===== src/rtl/fetch_if.sv =====
// Fetch-stage bus: ROM port, branch redirect and the decode-side valid/ready handshake.
// The master side is the fetch stage; the slave side is the ROM/branch/decode environment.
interface fetch_if;
  logic        rom_ce;
  logic [31:0] rom_addr;
  logic [31:0] rom_inst;
  logic        br_valid;
  logic [31:0] br_target;
  logic        id_valid;
  logic        id_ready;
  logic [31:0] id_pc;
  logic [31:0] id_inst;

  modport master (
    output rom_ce, rom_addr, id_valid, id_pc, id_inst,
    input  rom_inst, br_valid, br_target, id_ready
  );

  modport slave (
    input  rom_ce, rom_addr, id_valid, id_pc, id_inst,
    output rom_inst, br_valid, br_target, id_ready
  );
endinterface


===== src/rtl/fetch_stage.sv =====
// Instruction fetch stage: owns the PC, drives the ROM and buffers {pc, inst} pairs
// in a small queue toward decode. A redirect flushes the queue and reloads the PC.
//
// state   | meaning
// --------+------------------------------------------------------------
// ST_BOOT | held in reset / first cycle after it; ROM disabled, pc = RESET_PC
// ST_RUN  | fetching; one push per cycle whenever the queue has room or pops
module fetch_stage #(
  parameter int unsigned DEPTH    = 2,
  parameter logic [31:0] RESET_PC = 32'h0000_0000
) (
  input  logic     clk_i,
  input  logic     rst_i,
  fetch_if.master  fif
);

  localparam int unsigned PTR_W = (DEPTH > 1) ? $clog2(DEPTH) : 1;
  localparam int unsigned CNT_W = PTR_W + 1;
  localparam logic [CNT_W-1:0] FULL_CNT = CNT_W'(DEPTH);

  typedef enum logic {
    ST_BOOT = 1'b0,
    ST_RUN  = 1'b1
  } state_e;

  state_e             state_q, state_d;
  logic [31:0]        pc_q, pc_d;
  logic [PTR_W-1:0]   head_q, head_d;
  logic [PTR_W-1:0]   tail_q, tail_d;
  logic [CNT_W-1:0]   count_q, count_d;

  logic [31:0]        q_pc_q   [DEPTH];
  logic [31:0]        q_inst_q [DEPTH];

  logic               run;
  logic               pop;
  logic               flush;
  logic               fetch;
  logic               head_valid;

  assign run        = (state_q == ST_RUN);
  assign head_valid = (count_q != '0);
  assign pop        = head_valid & fif.id_ready;
  assign flush      = run & fif.br_valid;
  assign fetch      = run & ~fif.br_valid & ((count_q < FULL_CNT) | pop);

  always_ff @(posedge clk_i) begin
    if (rst_i) begin
      state_q <= ST_BOOT;
      pc_q    <= RESET_PC;
      head_q  <= '0;
      tail_q  <= '0;
      count_q <= '0;
    end else begin
      state_q <= state_d;
      pc_q    <= pc_d;
      head_q  <= head_d;
      tail_q  <= tail_d;
      count_q <= count_d;
    end
  end

  always_comb begin
    state_d = state_q;
    pc_d    = pc_q;
    head_d  = head_q;
    tail_d  = tail_q;
    count_d = count_q;

    unique case (state_q)
      ST_BOOT: state_d = ST_RUN;
      ST_RUN:  state_d = ST_RUN;
      default: state_d = ST_BOOT;
    endcase

    // A same-cycle pop still completes on a flush; decode already sampled the head.
    if (flush) begin
      pc_d    = {fif.br_target[31:2], 2'b00};
      head_d  = '0;
      tail_d  = '0;
      count_d = '0;
    end else begin
      if (fetch) begin
        pc_d   = pc_q + 32'd4;
        tail_d = tail_q + 1'b1;
      end
      if (pop) begin
        head_d = head_q + 1'b1;
      end
      count_d = count_q + CNT_W'(fetch) - CNT_W'(pop);
    end
  end

  // Queue storage needs no reset: the entries are only visible while count is non-zero.
  always_ff @(posedge clk_i) begin
    if (fetch && !rst_i) begin
      q_pc_q[tail_q]   <= pc_q;
      q_inst_q[tail_q] <= fif.rom_inst;
    end
  end

  assign fif.rom_ce   = run;
  assign fif.rom_addr = pc_q;
  assign fif.id_valid = head_valid;
  assign fif.id_pc    = head_valid ? q_pc_q[head_q]   : 32'h0;
  assign fif.id_inst  = head_valid ? q_inst_q[head_q] : 32'h0;

endmodule


===== src/flat_wrapper.sv =====
// flat-port wrapper written by rule: the top's interface ports become plain ports
module fetch_stage_flat 
#(
  parameter int unsigned DEPTH    = 2,
  parameter logic [31:0] RESET_PC = 32'h0000_0000
)
  (clk_i, rst_i, fif_rom_ce, fif_rom_addr, fif_id_valid, fif_id_pc, fif_id_inst, fif_rom_inst, fif_br_valid, fif_br_target, fif_id_ready);
  fetch_if fif_i ();
  input  logic clk_i;
  input  logic rst_i;
  output wire logic [$bits(fif_i.rom_ce)-1:0] fif_rom_ce;
  output wire logic [$bits(fif_i.rom_addr)-1:0] fif_rom_addr;
  output wire logic [$bits(fif_i.id_valid)-1:0] fif_id_valid;
  output wire logic [$bits(fif_i.id_pc)-1:0] fif_id_pc;
  output wire logic [$bits(fif_i.id_inst)-1:0] fif_id_inst;
  input wire logic [$bits(fif_i.rom_inst)-1:0] fif_rom_inst;
  input wire logic [$bits(fif_i.br_valid)-1:0] fif_br_valid;
  input wire logic [$bits(fif_i.br_target)-1:0] fif_br_target;
  input wire logic [$bits(fif_i.id_ready)-1:0] fif_id_ready;
  assign fif_rom_ce = fif_i.rom_ce;
  assign fif_rom_addr = fif_i.rom_addr;
  assign fif_id_valid = fif_i.id_valid;
  assign fif_id_pc = fif_i.id_pc;
  assign fif_id_inst = fif_i.id_inst;
  assign fif_i.rom_inst = fif_rom_inst;
  assign fif_i.br_valid = fif_br_valid;
  assign fif_i.br_target = fif_br_target;
  assign fif_i.id_ready = fif_id_ready;
  fetch_stage #(.DEPTH(DEPTH), .RESET_PC(RESET_PC)) u_core (.clk_i(clk_i), .rst_i(rst_i), .fif(fif_i));
endmodule

===== config.mk =====
export PLATFORM = sky130hd
export DESIGN_NAME = fetch_stage_flat
export DESIGN_NICKNAME = d
export VERILOG_FILES = /design/src/rtl/fetch_if.sv /design/src/rtl/fetch_stage.sv /design/src/flat_wrapper.sv
export SDC_FILE = /design/constraint.sdc
export NUM_CORES = 1
export LEC_CHECK = 0
export BUFFER_PORTS_ARGS = -buffer_cell sky130_fd_sc_hd__buf_2
export CORE_ASPECT_RATIO = 1.2
export CORE_MARGIN = 1
export CORE_UTILIZATION = 25
export DETAILED_ROUTE_END_ITERATION = 10
export PLACE_DENSITY = 0.49
export SLEW_MARGIN = 20
export SYNTH_ARGS = -nofsm -noshare
export SYNTH_HDL_FRONTEND = slang
export SYNTH_SLANG_ARGS = --single-unit

===== constraint.sdc =====
create_clock -name clk_i -period 8.2 [get_ports clk_i]
set_input_delay 1.23 -clock clk_i [delete_from_list [all_inputs] [get_ports clk_i]]
set_output_delay 1.23 -clock clk_i [all_outputs]
set_load 0.005 [all_outputs]

==> key figures <==
Route
  – Per-cell via count in the routed design: 4.72
  – Total number of vias: between 4000 and 5000
  – Iteration-0 DRC Markers: about 320
  – Number of detailed-route iterations in the first pass: 5
  – Post-route ant nets: 0
  – Routed length per instance: between 15 and 20 um
  – Final routed wirelength across all metal layers: ~19000 um
  – Number of remaining DRC errors: 0

Floorplan
  – Effective utilization at floorplan: 25.5%
  – Die Wd: approximately 150 um
  – Die area: 28500 um^2
  – Area of the core: between 20000 and 30000 um^2
  – # IOs: roughly 170
  – Die Ht: 185 um
  – Rows: 66

Layout
  – Commonest cells after routing, fill and taps aside: 159 x sky130_fd_sc_hd__buf_2, 124 x sky130_fd_sc_hd__edfxtp_1, 74 x sky130_fd_sc_hd__nor2_1
  – Antenna Diode Count: 0
  – Fraction of final layout cells sized beyond drive strength 1: just under 30%
  – Final #Nets: 770
  – Synthesis-to-layout area growth: 24.4%
  – Most common cell after layout, fill and taps aside: sky130_fd_sc_hd__buf_2
  – Final cell utilization of the core: 31.8%

GRT
  – GRT Util Overall: about an eighth
  – Initial antenna violation count: 0
  – Largest net degree at the start of global routing: 63
  – Aggregate global routing overflow: 0
  – Global-route wire length before repair: 27800 um
  – Number of global-route vias before repair: 4765

Clock tree
  – Cts hold-fix bufs: 0
  – Clock root cell: sky130_fd_sc_hd__clkbuf_16
  – Num Clock Sinks: 160
  – Clock transition at the registers of the reported paths: roughly 0.060 ns
  – Number of clock buffers inserted by TritonCTS: 17
  – H-tree Lvls: 4
  – TritonCTS clock tree: yes
  – Latest clock arrival within the worst-skew pair: approximately 0.44 ns
  – Post-CTS setup buffers: 0
  – Post-CTS resize count: 0
  – Maximum count of clock buffers along a single path: 2

Critical path
  – Reg-to-reg slack, setup: between 5 and 6 ns
  – CP max FO: 42
  – R2R cell count: 4
  – Origin of the critical flop-to-flop path: u_core.count_q[1]
  – CP arrival: 2.27 ns
  – Setup crit end kind: output pin
  – Startpoint types: register
  – Data required, critical path: between 6 and 7 ns
  – Start-to-end type of the worst setup path: register to output pin
  – RR Endpoint: u_core.q_inst_q[1][7]

Yosys
  – Leading area contributor after synthesis: sky130_fd_sc_hd__edfxtp_1
  – Number of warning messages in the yosys log: 0
  – Number of enable-type register cells in the synthesized netlist: between 100 and 150
  – Mean area per synthesized cell: approximately 13 um^2
  – Flip-flop and latch count after synthesis: between 150 and 200
  – Cell count after synthesis: roughly 550
  – Top flip-flop cell by instance count after synthesis: sky130_fd_sc_hd__edfxtp_1
  – Top area cells in the synthesized netlist: sky130_fd_sc_hd__edfxtp_1 54%, sky130_fd_sc_hd__dfxtp_1 10%, sky130_fd_sc_hd__mux2i_1 8.9%
  – Post-synthesis cell area: a little under 7000 um^2
  – Sequential fraction of the synthesis area: 63.9%
  – Async set-or-reset flop fraction in the synthesized netlist: 0%
  – Yosys top cell area share: roughly 54%
  – Number of distinct library cell variants in the gate-level netlist after synthesis: 60

Status
  – Status: completed

Power
  – Power density over cell area: 231 nW/um^2
  – Total net switching power: a little over 0.0005 W
  – Sequential Power Share: 46.9%
  – Standby leakage power: roughly 3.1 nW
  – Internal power: 0.00149 W
  – Power after layout: 0.00200 W
  – Peak VDD IR: around 120 uV
  – Clock network power share: approximately 40%
  – Switching Fraction: about a quarter
  – Part of the power in combinational logic: between 10% and 20%

Worst hold path
  – Cell count of the worst hold path: 2
  – Hold/Removal Path Class: register to register
  – Source of the worst hold timing path: u_core.head_q

STA
  – Max Clock Freq: about 290 MHz
  – Worst-case clock skew: 0.0182 ns
  – Max-slew headroom at the worst pin: between 30% and 40%
  – Post-layout min period: around 3.5 ns
  – Final Cycle Share: 42.7%
  – Tightest Pin Transition: approximately 0.99 ns
  – RSZ-0062 raised after global routing: false
  – Setup_tns: 0 ns
  – Final hold violation count: 0
  – Setup-failing EPs final: 0
  – Slew Viols, Final: 0

Place
  – Hpwl dp: 12200 um
  – Placer Congestion: between 0.7 and 0.8
  – I/O Buffers: ~160

Job
  – Max-cap violation count: 0
==> through the flow <==
step	hold slack (ns)	area (um^2)	std cells	setup slack (ns)
2_1_floorplan	0.472	6970	552	1.70
3_3_place_gp	0.531	8060	1020	4.53
3_5_place_dp	0.532	8060	1020	4.54
4_1_cts	0.549	8660	1052	4.57
5_1_grt	0.586	8660	1052	4.50
6_report	0.547	8660	1052	4.70
==> synth_stat cells (all sizes together) (3+ instances only) <==
master    n
xnor2     3
nand4    13
nor2     75
clkbuf   15
or3       7
ha        3
nor3      9
a31oi    14
or4       9
mux2i    62
o211ai   13
xor2      5
a22oi     8
inv       7
nand2    31
a211oi    5
and3      8
o21ai     6
nand3    20
a311oi    4
a21oi     5
edfxtp  124
dfxtp    36
buf      21
and2      9
and4      9
==> kinds of logic after synthesis <==
logic type      synth area share (%)
mux                             9.08
fa+ha+maj                      0.540
compound gates                  7.34
simple gates                    14.9
buf+inv                         3.24
flops                           63.9
xor+xnor                        1.01
other cells                   0.0539
==> worst max-delay path: stages (launching register included) <==
cell and delay [ns]:
sky130_fd_sc_hd__dfxtp_4 0.59, sky130_fd_sc_hd__buf_4 0.69, sky130_fd_sc_hd__mux2i_1 0.34, sky130_fd_sc_hd__nor2_1 0.06, sky130_fd_sc_hd__buf_2 0.15
==> power by group through the flow <==
stage,clock [W],combinational (W),sequential [W]
floorplan,0,0.000151,0.000941
CTS,0.000831,0.000266,0.000940
global route,0.000865,0.000290,0.000943
global placement,0,0.000266,0.000957
finish,0.000805,0.000258,0.000938
detailed placement,0,0.000266,0.000957
==> area by class of cell <==
cell class                 instances  area, um^2
timing repair buffer             165         841
inverter                           7        26.3
sequential                       160        4450
clock buffer                      19         433
clock inverter                    13         165
fill                            2775       18600
multi-input combinational        348        2320
tap                              340         425
==> routing by layer <==
layer | track usage (%) | vias to the layer above | wire length [um]
met3 | 3.32 | 14 | 954
met5 | 0 | - | 0
met4 | 5.50 | 0 | 325
li1 | - | 2383 | -
met1 | 16.4 | 2398 | 8220
met2 | 22.1 | 170 | 9120
==> how the worst max path moves through the flow <==
stage,from,to,cells after the start
after floorplan,fif_br_valid,u_core.q_inst_q[0][0],4
after global placement,fif_id_ready,u_core.q_inst_q[1][31],5
after detailed placement,fif_id_ready,u_core.q_inst_q[1][21],5
after CTS,register,fif_id_pc[18],4
after global routing,register,fif_id_pc[18],4
final,register,fif_id_pc[18],4
==> state kept, by name (all words and copies together), names as in the netlist, named ones only <==
| register | cells |
|---|---|
| u_core.q_inst_q | 64 |
| u_core.q_pc_q | 60 |
| u_core.fif.rom_addr | 30 |
| u_core.count_q | 2 |
| u_core.fif.rom_ce | 1 |
| u_core.head_q | 1 |
| u_core.tail_q | 1 |
Power figures use the tool's default switching activity.
